===== config.mk =====
export PLATFORM = sky130hd
export DESIGN_NAME = writeback_unit
export DESIGN_NICKNAME = d
export VERILOG_FILES = /design/src/rtl/writeback_unit.sv
export SDC_FILE = /design/constraint.sdc
export NUM_CORES = 1
export LEC_CHECK = 0
export CELL_PAD_IN_SITES_DETAIL_PLACEMENT = 1
export CELL_PAD_IN_SITES_GLOBAL_PLACEMENT = 1
export CORE_ASPECT_RATIO = 1.2
export CORE_MARGIN = 10
export CORE_UTILIZATION = 40
export CTS_BUF_LIST = sky130_fd_sc_hd__clkbuf_8
export DETAILED_ROUTE_END_ITERATION = 10
export MAX_ROUTING_LAYER = met4
export PLACE_DENSITY = 0.85
export SLEW_MARGIN = 20
export SYNTH_ARGS = -nofsm -noshare
export SYNTH_HDL_FRONTEND = slang
export SYNTH_SLANG_ARGS = --single-unit

===== constraint.sdc =====
create_clock -name clk -period 3.3 [get_ports clk]
set_input_delay 0.99 -clock clk [delete_from_list [all_inputs] [get_ports clk]]
set_output_delay 0.99 -clock clk [all_outputs]
set_load 0.01 [all_outputs]

===== src/rtl/writeback_unit.sv =====
// Register-bank writeback arbiter: merges single-cycle ALU results with a ready/valid
// load path through a one-entry holding buffer, and tracks pending-load busy bits.
module writeback_unit (
    input  logic        clk,
    input  logic        rst_n,
    input  logic        alu_valid,
    input  logic [4:0]  alu_rd,
    input  logic [31:0] alu_val,
    input  logic        mem_valid,
    output logic        mem_ready,
    input  logic [4:0]  mem_rd,
    input  logic [31:0] mem_val,
    input  logic        iss_valid,
    input  logic        iss_is_load,
    input  logic [4:0]  iss_rd,
    input  logic [4:0]  q_rs1,
    input  logic [4:0]  q_rs2,
    output logic        q_rs1_busy,
    output logic        q_rs2_busy,
    output logic        reg_we,
    output logic [4:0]  rd,
    output logic [31:0] rd_val
);

    typedef enum logic {EMPTY, FULL} buf_state_t;

    buf_state_t  state, state_next;
    logic [4:0]  buf_rd;
    logic [31:0] buf_val;
    logic [31:0] busy, busy_next;

    logic        mem_xfer;
    logic        capture;
    logic        sel_valid;
    logic        sel_mem;
    logic [4:0]  sel_rd;
    logic [31:0] sel_val;

    assign mem_ready = (state == EMPTY);
    assign mem_xfer  = mem_valid && mem_ready;

    always_comb begin
        // NOTE: every output of this block gets a default first so no path infers a latch.
        state_next = state;
        capture    = 1'b0;
        sel_valid  = 1'b0;
        sel_mem    = 1'b0;
        sel_rd     = '0;
        sel_val    = '0;

        if (alu_valid) begin
            sel_valid = 1'b1;
            sel_rd    = alu_rd;
            sel_val   = alu_val;
            if (mem_xfer) begin
                capture    = 1'b1;
                state_next = FULL;
            end
        end else if (state == FULL) begin
            sel_valid  = 1'b1;
            sel_mem    = 1'b1;
            sel_rd     = buf_rd;
            sel_val    = buf_val;
            state_next = EMPTY;
        end else if (mem_xfer) begin
            sel_valid = 1'b1;
            sel_mem   = 1'b1;
            sel_rd    = mem_rd;
            sel_val   = mem_val;
        end

        // Clear before set so a same-cycle issue to the same register keeps it busy.
        busy_next = busy;
        if (sel_valid && sel_mem)
            busy_next[sel_rd] = 1'b0;
        if (iss_valid && iss_is_load)
            busy_next[iss_rd] = 1'b1;
        busy_next[0] = 1'b0;
    end

    always_ff @(posedge clk or negedge rst_n) begin
        // NOTE: sequential state is updated with non-blocking assignments only.
        if (!rst_n) begin
            state  <= EMPTY;
            busy   <= '0;
            reg_we <= 1'b0;
            rd     <= '0;
            rd_val <= '0;
        end else begin
            state  <= state_next;
            busy   <= busy_next;
            reg_we <= sel_valid && (sel_rd != 5'd0);
            if (sel_valid) begin
                rd     <= sel_rd;
                rd_val <= sel_val;
            end
        end
    end

    // NOTE: buffer payload has no reset; it is only ever read while state is FULL.
    always_ff @(posedge clk) begin
        if (capture) begin
            buf_rd  <= mem_rd;
            buf_val <= mem_val;
        end
    end

    assign q_rs1_busy = (q_rs1 != 5'd0) && busy[q_rs1];
    assign q_rs2_busy = (q_rs2 != 5'd0) && busy[q_rs2];

endmodule


==> results.json <==
{
  "yosysMostFrequentCell": "dfrtp_1",
  "synthCells": 463,
  "drt-pass1-iter-count": 4,
  "antenna_found_initial": 0,
  "yosysTopAreaCell": "dfrtp_1",
  "hold_violations": 0,
  "grt_pass1_wl_um": 30400,
  "drc_errors": 0,
  "num-nets-final": 702,
  "fp.dieW_um": 126,
  "max-vdd-ir-drop_mv": 0.320,
  "clk_pin_slew_ns": 0.10,
  "overflow": 0,
  "cts_root_buffer": "clkbuf_8",
  "clock_path_buffers": 2,
  "grt_util_all_layers": 0.210,
  "cts_made_buffers": 9,
  "synth-edff-count": 37,
  "core_um2": 13200,
  "crit_type": "input port to primary output",
  "synth.area.top_cells": "dfrtp_1 33%, edfxtp_1 21%, a221o_1 6.5%",
  "antenna_cells": 0,
  "whs_path_depth": 2,
  "placementRows": 46,
  "design_area_um2": 7430,
  "required_ns": 2.31,
  "total_power_uw": 3440,
  "min-delay-start": "rd[4]",
  "tightest_slew_ns": 0.729,
  "ys_seq_elements": 107,
  "fp.dieArea_um2": 18500,
  "portBuffers": 135,
  "p_per_area_nw_per_um2": 462,
  "critPathSlowestCell": "mux2_2",
  "synthXorXnorAreaFrac": 0,
  "cp_common_cell": "buf_4",
  "layout-drive-gt1-share": 0.198,
  "finalSetupViolCount": 0,
  "r2r_start": "state",
  "worstPathCellList": "buf_4 -> buf_4 -> mux2_2 -> a32oi_2 -> a2111oi_2 -> a221o_1 -> buf_2",
  "syn_to_final_growth_pct": 38.0,
  "synth_area_per_cell_um2": 11.6,
  "netlist_area_um2": 5390,
  "slew_headroom": 0.514,
  "netlist-cell-type-count": 61,
  "detail_route.wl_per_cell_um": 24.8,
  "reg2regPathDepth": 5,
  "critPathMaxFanout": 5,
  "placed_cells": 757,
  "synthSimpleGateAreaFrac": 0.141,
  "max_clock_freq_mhz": 305,
  "cts_tree": "yes",
  "min_to": "rd[4]",
  "fin_crit_sh": 0.994,
  "hpwl_um": 14300,
  "place_congestion": 0.963,
  "power_leakage_uw": 0.00280,
  "synth_adder_area_share": 0,
  "fin_cells": 780,
  "h-tree-depth": 3,
  "pin_count": 136,
  "reg2reg_to": "busy[17]",
  "cap_violations": 0,
  "rsz0062_at_grt": "yes",
  "grt_pass1_vias": 5333,
  "holdBufCountCts": 0,
  "synth-async-reset-ratio": 0.654,
  "min_period_ns": 3.28,
  "ys.flop_type": "dfrtp_1",
  "endpoint_kind": "primary output",
  "yosysSeqAreaShare": 0.531,
  "synthMuxAreaShare": 0.0557,
  "viasPerCell": 6.00,
  "clock-sinks": 107,
  "clkLatencyLatePin_ns": 0.39,
  "synth_top_family_by_area": "compound AO/OA/AOI/OAI gates",
  "hold_class": "flop to flop",
  "cp-start-kind": "input port",
  "cp_slowest_stage_delay_ns": 0.33,
  "yosys-top-cells-count": "70 x dfrtp_1, 45 x nand2_1, 37 x edfxtp_1",
  "status": "completed",
  "grt_max_degree": 44,
  "wl_um": 19300,
  "fin_worst_skew_ns": 0.0127,
  "critPathTopFamily": "compound AO/OA/AOI/OAI gates",
  "final-max-slew-violation-count": 0,
  "die_y_um": 147,
  "dpl_cell_area_um2": 6970,
  "timing.critical_path.buf_inv": 3,
  "crit_arrival_ns": 2.29,
  "first_iter_violations": 296,
  "synth_compound_area_frac": 0.228,
  "initial_core_util": 0.407,
  "timing.reg2reg.setup_slack_ns": 0.96,
  "via_count": 4682,
  "antenna_left": 0,
  "synth_top_area_frac": 0.325,
  "synth_nets": 558,
  "yosysWarnings": 0
}
==> worst reg2reg max path, stage by stage (launching register included) <==
cell,delay [ns]
dfrtp_2,0.69
buf_4,0.38
a21oi_2,0.13
a22o_2,0.38
o41ai_1,0.44
o21ai_0,0.18
==> final cells by class <==
cell class | count | area (µm²)
Timing Repair Buffer | 171 | 1640
Multi-Input combinational cell | 310 | 2470
Inverter | 8 | 30.0
Fill cell | 1368 | 5810
Sequential cell | 107 | 2860
Clock buffer | 10 | 138
Tap cell | 168 | 210
Clock inverter | 6 | 88.8
==> registers in the layout, summed over array words and instances, names as in the netlist <==
name,count
buf_val,32
rd_val,32
busy,31
buf_rd,5
rd,5
reg_we,1
state,1
==> logic make-up (layout without fill, tap and decap cells) <==
kind of cell           Yosys count  in the layout
buffers and inverters           46            195
AOI/OAI and AO/OA              152            152
DFF                            107            107
muxes                           24             24
and+or+nand+nor                134            134
==> what timing repair did <==
action | CTS | global route
buffers inserted | 5 | 2
setup endpoints to repair | 2 | 2
endpoints found under the hold margin | 0 | 0
pin swaps | 9 | 5
resized for setup | 72 | 22
==> power breakdown <==
part,internal (µW),switching (µW)
Sequential,1530,152
Combinational,450,397
Clock,450,462
==> placed cells by master, fill, tap and decap left out, types with 8 or more instances in the layout <==
| cell | n |
|---|---|
| buf_4 | 32 |
| clkdlybuf4s50_1 | 123 |
| nand2_1 | 45 |
| o21ai_1 | 9 |
| o41ai_1 | 13 |
| nand4_1 | 12 |
| a221o_1 | 35 |
| edfxtp_1 | 37 |
| mux2i_1 | 8 |
| clkbuf_8 | 10 |
| inv_1 | 9 |
| a21oi_1 | 33 |
| o2bb2ai_1 | 14 |
| nand3_1 | 34 |
| dfrtp_1 | 69 |
==> how the worst max path moves through the flow <==
stage / start / end / slack (ns) / depth (start not counted)
detailed placement: q_rs2[0] / q_rs2_busy / -0.95 / 7
CTS: q_rs2[0] / q_rs2_busy / 0.0005 / 8
global route: q_rs2[2] / q_rs2_busy / -0.03 / 8
floorplan: alu_valid / buf_rd[0] / 0.07 / 5
global placement: q_rs2[0] / q_rs2_busy / -0.87 / 7
finish: q_rs2[3] / q_rs2_busy / 0.02 / 7
==> routing by layer <==
metal / vias up / global-route usage / wire, µm
li1: 2130 / - / -
met1: 2340 / 0.227 / 7400
met2: 177 / 0.358 / 10000
met3: 35 / 0.0608 / 1380
met4: 0 / 0.0781 / 548
met5: - / - / 0
==> metrics by stage <==
step	hold slack (ns)	utilization	TNS, ns	setup WS, ns
final	0.488	0.561	0	0.0208
after global routing	0.534	0.561	-0.0310	-0.0310
after CTS	0.494	0.554	0	0.000460
after detailed placement	0.468	0.526	-1.85	-0.952
after global placement	0.465	0.526	-1.71	-0.865
after floorplan	0.467	-	0	0.0697
Power figures use the tool's default switching activity.
==> edit (same flow settings) <==
Reset style: synchronous (`rst_n`), changed in one clocked block.
--- a/src/rtl/writeback_unit.sv
+++ b/src/rtl/writeback_unit.sv
@@ -78,7 +78,7 @@
         busy_next[0] = 1'b0;
     end
 
-    always_ff @(posedge clk or negedge rst_n) begin
+    always_ff @(posedge clk) begin
         // NOTE: sequential state is updated with non-blocking assignments only.
         if (!rst_n) begin
             state  <= EMPTY;
Behaviour: differs if rst_n is asserted again (counterexample within 4 cycles, from zero or initial values and one cycle with rst_n low); with rst_n held inactive, the same outputs for 4 cycles.
==> edit against the unedited design <==
The flow now finishes with violations (negative setup slack). Sequential share of layout area fell by 3.0 points. Design area fell by 4.9%. Maximum frequency fell by 4.4%. Setup slack got worse by 0.15 ns. Synthesized area fell by 2.2%. Sequential cell count did not move. Clock skew fell by 0.0023 ns. Power fell by 17%. Sequential power fell by 14%. Routed wire length fell by 3.2%. Synthesized cell count rose by 15%. Non-clock buffer count fell by 12.
==> edit: results (changes against the unedited design) <==
[place]
dp.cells=812  ; +7.3%
hpwl_mm=13.9  ; -2.4%
dp_slack_ns=-1.07  ; -0.120 ns
gp_congestion=0.930  ; -3.4%

[logic_synthesis]
synth_seq_area_share_pct=47.7  ; -5.5 points
synth.area.top_cells=dfxtp_1 (27%), edfxtp_1 (21%), mux4_1 (6.0%)
ys_types=51  ; -16%
synth.top_cells.by_count=dfxtp_1 (70), a21oi_1 (57), nand2_1 (57), nor2_1 (57), nand3b_1 (40)
synth_nets=628  ; +13%
async_flop_share_pct=0  ; -65 points
avgSynthCellArea_um2=9.88  ; -15%
ys.flop_type=dfxtp_1

[finish]
final_area_mm2=0.00707  ; -4.9%
drive_above_1_share_pct=12.2  ; -7.6 points
fill_cells=1413  ; +3.3%
final_core_util_pct=55.3  ; -0.82 points
seq_area_mm2=0.00251  ; -12%
multi_input_area_share_pct=36.2  ; +3.0 points
nMultiInputCombCells=375  ; +21%
n_all_buffers=159  ; -7.0%
inverters=7  ; -1
clockNetworkAreaShare_pct=2.96  ; -0.092 points
nets=754  ; +7.4%
final-nonclk-buf-share_pct=22.1  ; +0.064 points

[drt]
drt-met1-wl_mm=7.55  ; +1.9%
route.met3.wl_mm=1.21  ; -12%
routed-via-count=4967  ; +6.1%
drt_iter0_drc=243  ; -18%
met2_length_mm=9.56  ; -4.4%
vias_per_cell=6.00  ; about the same
wl_per_cell_um=22.6  ; -8.8%

[run_status]
violations=negative setup slack
outcome=finished, violations left

[clocking]
cts_buffer_depth=2  ; unchanged
post_cts_buffers=0  ; -5

[setup_path]
worstPathArrival_ns=2.44  ; +0.15 ns

[global_route]
use_met3_pct=6.11  ; +0.030 points
grt_pass1_wl_mm=29.2  ; -4.1%
met1_usage_pct=21.7  ; -0.98 points
grt_use_met2_pct=34.8  ; -1.0 points
grt_pass1_vias=5383  ; +0.94%
grt_use_total_pct=20.1  ; -0.89 points

[sta]
fin_ws_ns=-0.129  ; -0.150 ns
setup_viol=2  ; +2
tightest_slew_ns=0.820  ; +0.0916 ns
finalSetupTns_ns=-0.240  ; -0.240 ns
finalClockSkew_ns=0.0103  ; -0.00232 ns

[pwr]
p_leak_nw=2.43  ; -13%
peakVddDrop_mv=0.239  ; -26%

==> edit: cell count changes after synthesis, sizes merged, moves of 11 or more <==
cell     change
a21oi       +21
nand3       -30
a221oi      +29
dfxtp       +70
a221o       -35
o41ai       -15
nor2        +54
o2bb2ai     -12
nand4       -11
dfrtp       -70
nand3b      +32
nand2       +12
==> edit: worst max-delay path, cell delays in order <==
cell and delay (ns):
buf_12 0.11, buf_8 0.12, buf_4 0.14, and4bb_2 0.29, a311oi_2 0.05, a2111oi_1 0.43, a311o_1 0.17, buf_2 0.13
==> edit: worst paths after layout <==
| kind | start | to | slack, ns | cells after the start |
|---|---|---|---|---|
| max | q_rs1[0] | q_rs1_busy | -0.13 | 8 |
| min | rd[4] | rd[4] | 0.47 | 2 |
| max reg2reg | state | busy[14] | 0.97 | 5 |
| min reg2reg | rd[4] | rd[4] | 0.47 | 2 |
==> edit: cell families (layout without fill, tap and decap cells) <==
kind of cell / after synthesis / count (layout) / synth area share (%)
and+or+nand+nor: 207 / 207 / 20.8
AOI/OAI and AO/OA: 148 / 148 / 19.0
DFF: 107 / 107 / 47.7
buffers and inverters: 51 / 182 / 4.37
muxes: 20 / 20 / 8.08
==> edit: report_power, final <==
| group | leakage (nW) | switching, mW | internal, mW | total, mW |
|---|---|---|---|---|
| Sequential | 0.919 | 0.0316 | 1.42 | 1.45 |
| Combinational | 1.40 | 0.257 | 0.267 | 0.524 |
| Clock | 0.114 | 0.460 | 0.422 | 0.882 |
| Total | 2.43 | 0.749 | 2.11 | 2.86 |
==> edit: repair_timing <==
item | 4_1_cts | 5_1_grt
hold buffers | 0 | 0
gates resized for setup | 59 | 8
hold endpoints to repair | 0 | 0
pin swaps | 7 | 2
setup endpoints to repair | 2 | 2
